==> src/rtl/rr_arbiter_4_if.sv <==
// Request/grant bus between four requesting units and the rr_arbiter_4 arbiter.
// master: the arbiter side (samples requests, issues grants).
// slave : the requester side (raises requests, observes grants).
// The lock signal exists only when ARB_LOCK_EN is defined.
`timescale 1ns/1ps
interface rr_arbiter_4_if;
   logic [3:0] req;
   logic [3:0] gnt;
   logic [1:0] gnt_idx;
   logic       gnt_valid;
`ifdef ARB_LOCK_EN
   logic       lock;

   modport master (input req, input lock, output gnt, output gnt_idx, output gnt_valid);
   modport slave  (output req, output lock, input gnt, input gnt_idx, input gnt_valid);
`else
   modport master (input req, output gnt, output gnt_idx, output gnt_valid);
   modport slave  (output req, input gnt, input gnt_idx, input gnt_valid);
`endif
endinterface

==> src/rtl/rr_arbiter_4.sv <==
// rr_arbiter_4: 4-requester round-robin arbiter with bounded hold time.
// Grant is one-hot (idx 0 -> 4'b0001 ... idx 3 -> 4'b1000), 1-cycle latency,
// back-to-back handoff on release. Optional macro ARB_LOCK_EN adds a lock
// input that suppresses the hold timeout while asserted in GRANT.
`timescale 1ns/1ps
module rr_arbiter_4 #(
   parameter int MAX_HOLD = 8,
   parameter int CNT_W    = 4
) (
   input  logic          clk,
   input  logic          rst,
   rr_arbiter_4_if.master bus
);

   typedef enum logic [0:0] {
      ST_IDLE  = 1'b0,
      ST_GRANT = 1'b1
   } state_e;

   // 2-to-4 one-hot decode of a grant index.
   function automatic logic [3:0] idx_to_onehot(input logic [1:0] idx);
      logic [3:0] oh;
      case (idx)
         2'd0:    oh = 4'b0001;
         2'd1:    oh = 4'b0010;
         2'd2:    oh = 4'b0100;
         2'd3:    oh = 4'b1000;
         default: oh = 4'b0000;
      endcase
      return oh;
   endfunction

   // Cyclic search last+1, last+2, last+3, last; nearest set bit wins.
   // Walks from the farthest candidate inward so the nearest one overwrites.
   function automatic logic [1:0] rr_search(input logic [3:0] req_v, input logic [1:0] last);
      logic [1:0] win;
      logic [1:0] cand;
      win = last;
      for (int k = 4; k >= 1; k--) begin
         cand = last + 2'(k);
         if (req_v[cand]) begin
            win = cand;
         end else begin
            win = win;
         end
      end
      return win;
   endfunction

   state_e           state_q,     state_d;
   logic [CNT_W-1:0] hold_cnt_q,  hold_cnt_d;
   logic [1:0]       last_q,      last_d;
   logic [1:0]       gnt_idx_q,   gnt_idx_d;
   logic [3:0]       gnt_q,       gnt_d;
   logic             gnt_valid_q, gnt_valid_d;

   logic             lock_s;
   logic             hold_max_s;
   logic [1:0]       search_base_s;
   logic [1:0]       win_s;
   logic             any_req_s;

`ifdef ARB_LOCK_EN
   assign lock_s = bus.lock;
`else
   assign lock_s = 1'b0;
`endif

   assign hold_max_s    = (hold_cnt_q == CNT_W'(MAX_HOLD - 1));
   // On release the search starts just after the releasing holder.
   assign search_base_s = (state_q == ST_GRANT) ? gnt_idx_q : last_q;
   assign win_s         = rr_search(bus.req, search_base_s);
   assign any_req_s     = |bus.req;

   // Next-state, hold counter, pointer and grant computation.
   always_comb begin
      state_d     = state_q;
      hold_cnt_d  = hold_cnt_q;
      last_d      = last_q;
      gnt_idx_d   = gnt_idx_q;
      gnt_d       = gnt_q;
      gnt_valid_d = gnt_valid_q;
      case (state_q)
         ST_IDLE: begin
            if (any_req_s) begin
               state_d     = ST_GRANT;
               gnt_idx_d   = win_s;
               gnt_d       = idx_to_onehot(win_s);
               gnt_valid_d = 1'b1;
               hold_cnt_d  = {CNT_W{1'b0}};
            end else begin
               state_d     = ST_IDLE;
            end
         end
         ST_GRANT: begin
            if (!bus.req[gnt_idx_q] || (hold_max_s && !lock_s)) begin
               last_d = gnt_idx_q;
               if (any_req_s) begin
                  // Handoff (or re-grant of a lone holder) with no idle bubble.
                  state_d     = ST_GRANT;
                  gnt_idx_d   = win_s;
                  gnt_d       = idx_to_onehot(win_s);
                  gnt_valid_d = 1'b1;
                  hold_cnt_d  = {CNT_W{1'b0}};
               end else begin
                  // gnt_idx keeps the last grantee while idle.
                  state_d     = ST_IDLE;
                  gnt_d       = 4'b0000;
                  gnt_valid_d = 1'b0;
                  hold_cnt_d  = {CNT_W{1'b0}};
               end
            end else begin
               // Saturation only matters while lock holds the grant past timeout.
               hold_cnt_d = hold_max_s ? hold_cnt_q : (hold_cnt_q + CNT_W'(1));
            end
         end
         default: begin
            state_d     = ST_IDLE;
            hold_cnt_d  = {CNT_W{1'b0}};
            gnt_d       = 4'b0000;
            gnt_valid_d = 1'b0;
         end
      endcase
   end

   // State and output registers; reset restarts the search from requester 0.
   always_ff @(posedge clk or posedge rst) begin
      if (rst) begin
         state_q     <= ST_IDLE;
         hold_cnt_q  <= {CNT_W{1'b0}};
         last_q      <= 2'd3;
         gnt_idx_q   <= 2'd0;
         gnt_q       <= 4'b0000;
         gnt_valid_q <= 1'b0;
      end else begin
         state_q     <= state_d;
         hold_cnt_q  <= hold_cnt_d;
         last_q      <= last_d;
         gnt_idx_q   <= gnt_idx_d;
         gnt_q       <= gnt_d;
         gnt_valid_q <= gnt_valid_d;
      end
   end

   assign bus.gnt       = gnt_q;
   assign bus.gnt_idx   = gnt_idx_q;
   assign bus.gnt_valid = gnt_valid_q;

endmodule

==> src/flat_wrapper.sv <==
// flat-port wrapper written by rule: the top's interface ports become plain ports
module rr_arbiter_4_flat 
#(
   parameter int MAX_HOLD = 8,
   parameter int CNT_W    = 4
)
  (clk, rst, bus_req, bus_gnt, bus_gnt_idx, bus_gnt_valid);
  rr_arbiter_4_if bus_i ();
  input  logic clk;
  input  logic rst;
  input wire logic [$bits(bus_i.req)-1:0] bus_req;
  output wire logic [$bits(bus_i.gnt)-1:0] bus_gnt;
  output wire logic [$bits(bus_i.gnt_idx)-1:0] bus_gnt_idx;
  output wire logic [$bits(bus_i.gnt_valid)-1:0] bus_gnt_valid;
  assign bus_i.req = bus_req;
  assign bus_gnt = bus_i.gnt;
  assign bus_gnt_idx = bus_i.gnt_idx;
  assign bus_gnt_valid = bus_i.gnt_valid;
  rr_arbiter_4 #(.MAX_HOLD(MAX_HOLD), .CNT_W(CNT_W)) u_core (.clk(clk), .rst(rst), .bus(bus_i));
endmodule
==> config.mk <==
export PLATFORM = sky130hd
export DESIGN_NAME = rr_arbiter_4_flat
export DESIGN_NICKNAME = d
export VERILOG_FILES = /design/src/rtl/rr_arbiter_4_if.sv /design/src/rtl/rr_arbiter_4.sv /design/src/flat_wrapper.sv
export SDC_FILE = /design/constraint.sdc
export NUM_CORES = 1
export LEC_CHECK = 0
export ABC_AREA = 0
export BUFFER_PORTS_ARGS = -buffer_cell sky130_fd_sc_hd__buf_2
export CAP_MARGIN = 20
export CORE_UTILIZATION = 30
export DETAILED_ROUTE_END_ITERATION = 10
export GPL_ROUTABILITY_DRIVEN = 0
export SLEW_MARGIN = 10
export SYNTH_ARGS = -nofsm -noshare
export SYNTH_HDL_FRONTEND = slang
export SYNTH_SLANG_ARGS = --single-unit
==> constraint.sdc <==
create_clock -name clk -period 2.3 [get_ports clk]
set_clock_uncertainty 0.2 [all_clocks]
set_input_delay 0.23 -clock clk [delete_from_list [all_inputs] [get_ports clk]]
set_output_delay 0.23 -clock clk [all_outputs]
set_load 0.03 [all_outputs]
Yosys cells after proc, flatten, opt, wreduce, memory -nomap -nowiden
Index checks and enable logic that the tools add are counted.
- bitwise gates (word level): 1
- muxes and demuxes: 30
- magnitude comparators: 4
- eq/ne operators: 7
- add/subtract/negate cells: 4
- reductions and logical operators: 7
- operator list (cell ; number):
    4-bit two-way mux ; 6
    4-bit case mux with 2 select lines ; 2
    4-bit case mux with 4 select lines ; 1
    2-bit by 3-bit less-than comparator with 1-bit output (second input constant) ; 4
    2-bit two-way mux ; 6
    1-bit binary-select mux with 2-bit select ; 4
    1-bit two-way mux ; 8
    2-bit AND reduction ; 3
    2-bit adder (second input constant) ; 2
    4-bit by 1-bit adder with 4-bit output (second input constant) ; 1
    2-bit equality test (second input constant) ; 2
    4-bit by 3-bit equality test with 1-bit output (second input constant) ; 1
    1-bit case mux with 2 select lines ; 2
    2-bit case mux with 2 select lines ; 1
    4-bit OR reduction ; 1
    3-bit != test (second input constant) ; 1
    2-bit by 1-bit adder with 2-bit output (second input constant) ; 1
    2-bit by 1-bit equality test with 1-bit output (second input constant) ; 1
    2-bit zero test ; 1
    2-bit by 1-bit != test with 1-bit output (second input constant) ; 1
    2-bit != test (second input constant) ; 1
    1-bit zero test ; 1
    1-bit logical OR ; 1
    1-bit NOT ; 1
- register bits after elaboration: 14
- input port bits: 6
- word-level logic and storage cells: 59

Logic depth before layout (Yosys ltp)
- depth after elaboration: 12
- gate-level depth with buffers: 7
- gate-level depth less buffers: 6

Worst setup path before layout
OpenSTA, ideal clock, no wires.
- path type: flip-flop to flip-flop
- start: register u_core.gnt_idx_q[1], in the netlist u_core.bus.gnt_idx[1]
- end: register u_core.gnt_idx_q[0], in the netlist u_core.bus.gnt_idx[0]
- data arrival time: 1788 ps
- slack: 187 ps
- cell stages (with the launch flop): 6
- library setup time: 125 ps
- clock period less this slack: 2113 ps
- required time: 1975 ps
- cells stage by stage: dfrtp_1 > mux4_2 > nand3_2 > and2_4 > buf_6 > mux2_2
- longest elaborated chain between the ends: 10
- elaborated cells between the ends (all ways): 21
- those cells by class: add/sub (3); eq/ne (1); mux (15); reduce/logical (2)
- RTL lines (what ; line ; source):
    start: declaration ; rr_arbiter_4.sv:53 ; logic [1:0] gnt_idx_q, gnt_idx_d;
    start signal: assignment ; rr_arbiter_4.sv:139 ; gnt_idx_q <= gnt_idx_d;
    2-bit two-way mux ; rr_arbiter_4.sv:71 ; assign search_base_s = (state_q == ST_GRANT) ? gnt_idx_q : last_q;
    2-bit adder ; rr_arbiter_4.sv:40 ; cand = last + 2'(k);
    1-bit binary-select mux with 2-bit select ; rr_arbiter_4.sv:41 ; if (req_v[cand]) begin
    1-bit two-way mux (not written as such) ; rr_arbiter_4.sv:41 ;
    2-bit two-way mux (3 in series) ; rr_arbiter_4.sv:41 ;
    2-bit two-way mux ; rr_arbiter_4.sv:85, rr_arbiter_4.sv:98 ;
    2-bit two-way mux ; rr_arbiter_4.sv:96 ; if (!bus.req[gnt_idx_q] || (hold_max_s && !lock_s)) begin
    2-bit case mux with 2 select lines ; rr_arbiter_4.sv:83 ; case (state_q)
Several ways; a longest one is shown, not always the timed one. The select of a mux whose other input is x is not followed.
A chain may end at the register's enable or synchronous reset.

Final worst setup path
- start: register u_core.state_q
- end: register u_core.gnt_idx_q[0], in the netlist u_core.bus.gnt_idx[0]
- longest elaborated chain between the ends: 10
- elaborated cells between the ends (all ways): 18
- those cells by class: add/sub (3); eq/ne (1); mux (13); bitwise (1)
- RTL lines (what ; line ; source):
    start: declaration ; rr_arbiter_4.sv:50 ; state_e state_q, state_d;
    start signal: assignment ; rr_arbiter_4.sv:136 ; state_q <= state_d;
    2-bit two-way mux ; rr_arbiter_4.sv:71 ;
    2-bit adder ; rr_arbiter_4.sv:40 ;
    1-bit binary-select mux with 2-bit select ; rr_arbiter_4.sv:41 ;
    1-bit two-way mux (not written as such) ; rr_arbiter_4.sv:41 ;
    2-bit two-way mux (3 in series) ; rr_arbiter_4.sv:41 ;
    2-bit two-way mux ; rr_arbiter_4.sv:85, rr_arbiter_4.sv:98 ;
    2-bit two-way mux ; rr_arbiter_4.sv:96 ;
    2-bit case mux with 2 select lines ; rr_arbiter_4.sv:83 ;
Several ways; a longest one is shown, not always the timed one. The select of a mux whose other input is x is not followed.

==> results_dict.tcl <==
set metrics [dict create \
    syn_to_final_growth_pct 16.2 \
    min_period_ns 2.05 \
    synth_compound_area_share_pct 16.7 \
    ys_ff_latch 14 \
    critPathMaxStageDelay_ns 0.47 \
    post_cts_resized 0 \
    synth-simple-area-share_pct 17.1 \
    syn_area_sq_um 733 \
    die_area_sq_mm 0.00265 \
    syn_avg_cell_area_sq_um 11.1 \
    status "finished clean" \
    crit_chain "mux2i_1, nor3_1, a311oi_1, o21ai_1, mux2_2" \
    detail_route.wl_per_cell_um 12.9 \
    grt_pass1_vias 588 \
    yosysUniqueCellTypes 31 \
    grt_pass1_wl_um 2530 \
    finalHoldViolations 0 \
    grt_use_total_pct 13.0 \
    antenna_found_initial 0 \
    core-area_sq_mm 0.00225 \
    synth.area.mux_share_pct 11.8 \
    relSlewSlack_pct 63.2 \
    crit_arrival_ns 2.01 \
    initial_core_util_pct 32.5 \
    nNetsFinal 89 \
    numCtsBuffers 3 \
    first_pass_iters 4 \
    diodes 0 \
    cts_sinks 14 \
    mostFrequentLayoutCells "buf_2, dfrtp_1, o21ai_0, nor2_1, nand2_1" \
    route.detailed.drc 0 \
    syn-num-nets 73 \
    rsz0062_at_grt "false" \
    antenna_left 0 \
    die_h_um 51.4 \
    p_leak_nw 0.396 \
    root_buffer "clkbuf_4" \
    hp-class "input pin to flip-flop" \
    vias 538 \
    crit_path_end_kind "flip-flop" \
    total_power_mw 1.14 \
    place.detailed.hpwl_um 1070 \
    clockBufferDepth 2 \
    synth_xor_area_share_pct 0 \
    synth_cells 66 \
    worst_path_max_delay_cell "dfrtp_1" \
    irDropWorstVdd_mv 0.703 \
    final.setup.tns_ns 0 \
    rows 17 \
    finalSetupViolations 0 \
    grt_max_degree 15 \
    grt.overflow.total 0 \
    cts_tree "done" \
    power.density_mw_per_mm2 1340 \
    nFillCells 236 \
    cts-htree-levels 1 \
    drtIter0Drc 16 \
    synth_top_family_by_area "simple AND/OR/NAND/NOR gates" \
    io_pins 13 \
    synth-seq-area-share_pct 48.1 \
    slew_viol_final 0 \
    viasPerCell 4.94 \
    period_share_pct 89.0 \
    routed_wl_um 1410 \
    path_delay_family "multiplexers" \
    synthAdderAreaFrac_pct 1.71 \
    yosys_warnings 0 \
    crit_type "flip-flop to flip-flop" \
    path_buf_inv 0 \
    layout-drive-gt1-share_pct 34.6 \
    port-buffer-count 12 \
    fmax_mhz 488 \
    tightest_slew_ns 0.546 \
    worstPathRequired_ns 2.27 \
    critPathMaxFanout 7 \
    cp-start-kind "flip-flop" \
    maxCapViolations 0 \
    clkTransAtPathRegs_ns 0.08 \
    clkLatencyLatePin_ns 0.28 \
    die_w_um 51.4 \
]
-- synth_stat cells --
| cell | count | share of area [%] |
|---|---|---|
| a211oi_1 | 1 | 1.0 |
| a21boi_0 | 1 | 1.0 |
| a21o_2 | 1 | 1.2 |
| a21oi_1 | 2 | 1.4 |
| a22o_1 | 2 | 2.4 |
| a22o_2 | 1 | 1.4 |
| a311oi_1 | 1 | 1.2 |
| a32o_1 | 1 | 1.4 |
| and2_4 | 1 | 1.2 |
| and3_1 | 1 | 0.85 |
| buf_6 | 2 | 3.1 |
| dfrtp_1 | 12 | 41 |
| dfstp_2 | 2 | 7.2 |
| ha_1 | 1 | 1.7 |
| inv_1 | 3 | 1.5 |
| mux2_2 | 3 | 4.6 |
| mux2i_1 | 3 | 4.1 |
| mux4_2 | 1 | 3.1 |
| nand2_1 | 5 | 2.6 |
| nand2b_1 | 2 | 1.7 |
| nand3_1 | 1 | 0.68 |
| nand3_2 | 1 | 1.4 |
| nand3b_1 | 1 | 1.0 |
| nor2_1 | 5 | 2.6 |
| nor2b_4 | 1 | 1.9 |
| nor3_1 | 1 | 0.68 |
| nor3b_1 | 1 | 1.0 |
| o21ai_0 | 6 | 4.1 |
| o21ai_1 | 1 | 0.68 |
| o31ai_1 | 1 | 1.0 |
| or4_4 | 1 | 1.5 |
-- report_power, final --
group,total [mW],internal (mW),switching (mW)
combinational,0.542,0.227,0.315
clock,0.180,0.0963,0.0836
sequential,0.416,0.349,0.0667
-- routing by layer --
metal  global-route usage, %  part of all wire, %  vias to the layer above
met2                    22.3                   50                        7
met1                    15.3                   45                      256
met5                       0                    0                        -
met3                    3.57                  3.5                        4
met4                    4.95                  1.1                        0
li1                        -                    -                      271
-- what timing repair did --
item / 4_1_cts / 5_1_grt
endpoints found under the setup margin: 0 / 0
endpoints found under the hold margin: 12 / 0
hold buffers: 1 / 0
buffers inserted: 0 / 0
-- kinds of logic (layout without fill, tap and decap cells) --
family	count (synthesis)	count (layout)
DFF	14	14
buffers and inverters	5	20
adders and majority gates	1	1
AOI/OAI and AO/OA	18	18
and+or+nand+nor	21	21
muxes	7	7
-- area by class of cell --
| class | count | area, sq um | share of cell area (%) |
|---|---|---|---|
| clock buffer | 4 | 36.3 | 4.26 |
| sequential | 14 | 353 | 41.4 |
| timing repair buffer | 13 | 70.1 | 8.22 |
| inverter | 3 | 11.3 | 1.32 |
| multi-input combinational | 47 | 347 | 40.7 |
| tap | 28 | 35.0 | 4.11 |
-- through the flow --
stage	worst slack, ns	instances	hold WS, ns	cell area, sq um	util (%)
after detailed placement	0.316	104	0.0986	806	35.7
after CTS	0.306	109	0.0337	852	37.8
after global placement	0.334	104	0.0944	806	35.7
after global routing	0.0623	109	0.0342	852	37.8
final	0.252	109	0.0331	852	37.8
after floorplan	0.187	66	-0.0822	733	-
-- path summary, 6_finish.rpt --
| kind | startpoint | endpoint | slack, ns | depth (start not counted) |
|---|---|---|---|---|
| min reg2reg | u_core.bus.gnt[2]$_DFFE_PP0P_ | u_core.bus.gnt[2]$_DFFE_PP0P_ | 0.29 | 2 |
| max | u_core.state_q$_DFF_PP0_ | u_core.bus.gnt_idx[0]$_DFFE_PP0P_ | 0.25 | 5 |
| min in group asynchronous | rst | u_core.hold_cnt_q[0]$_DFFE_PP0P_ | 0.32 | 3 |
| max in group asynchronous | rst | u_core.last_q[0]$_DFFE_PP1P_ | 1.20 | 3 |
| min | bus_req[2] | u_core.state_q$_DFF_PP0_ | 0.03 | 2 |
| max reg2reg | u_core.state_q$_DFF_PP0_ | u_core.bus.gnt_idx[0]$_DFFE_PP0P_ | 0.25 | 5 |
-- sequential cells by signal, indices dropped and copies added (netlist names) --
| name | cells |
|---|---|
| u_core.hold_cnt_q | 4 |
| u_core.bus.gnt_idx | 2 |
| u_core.state_q | 1 |
| u_core.last_q | 2 |
| u_core.bus.gnt | 4 |
| u_core.bus.gnt_valid | 1 |
(Power assumes the default switching activity.)
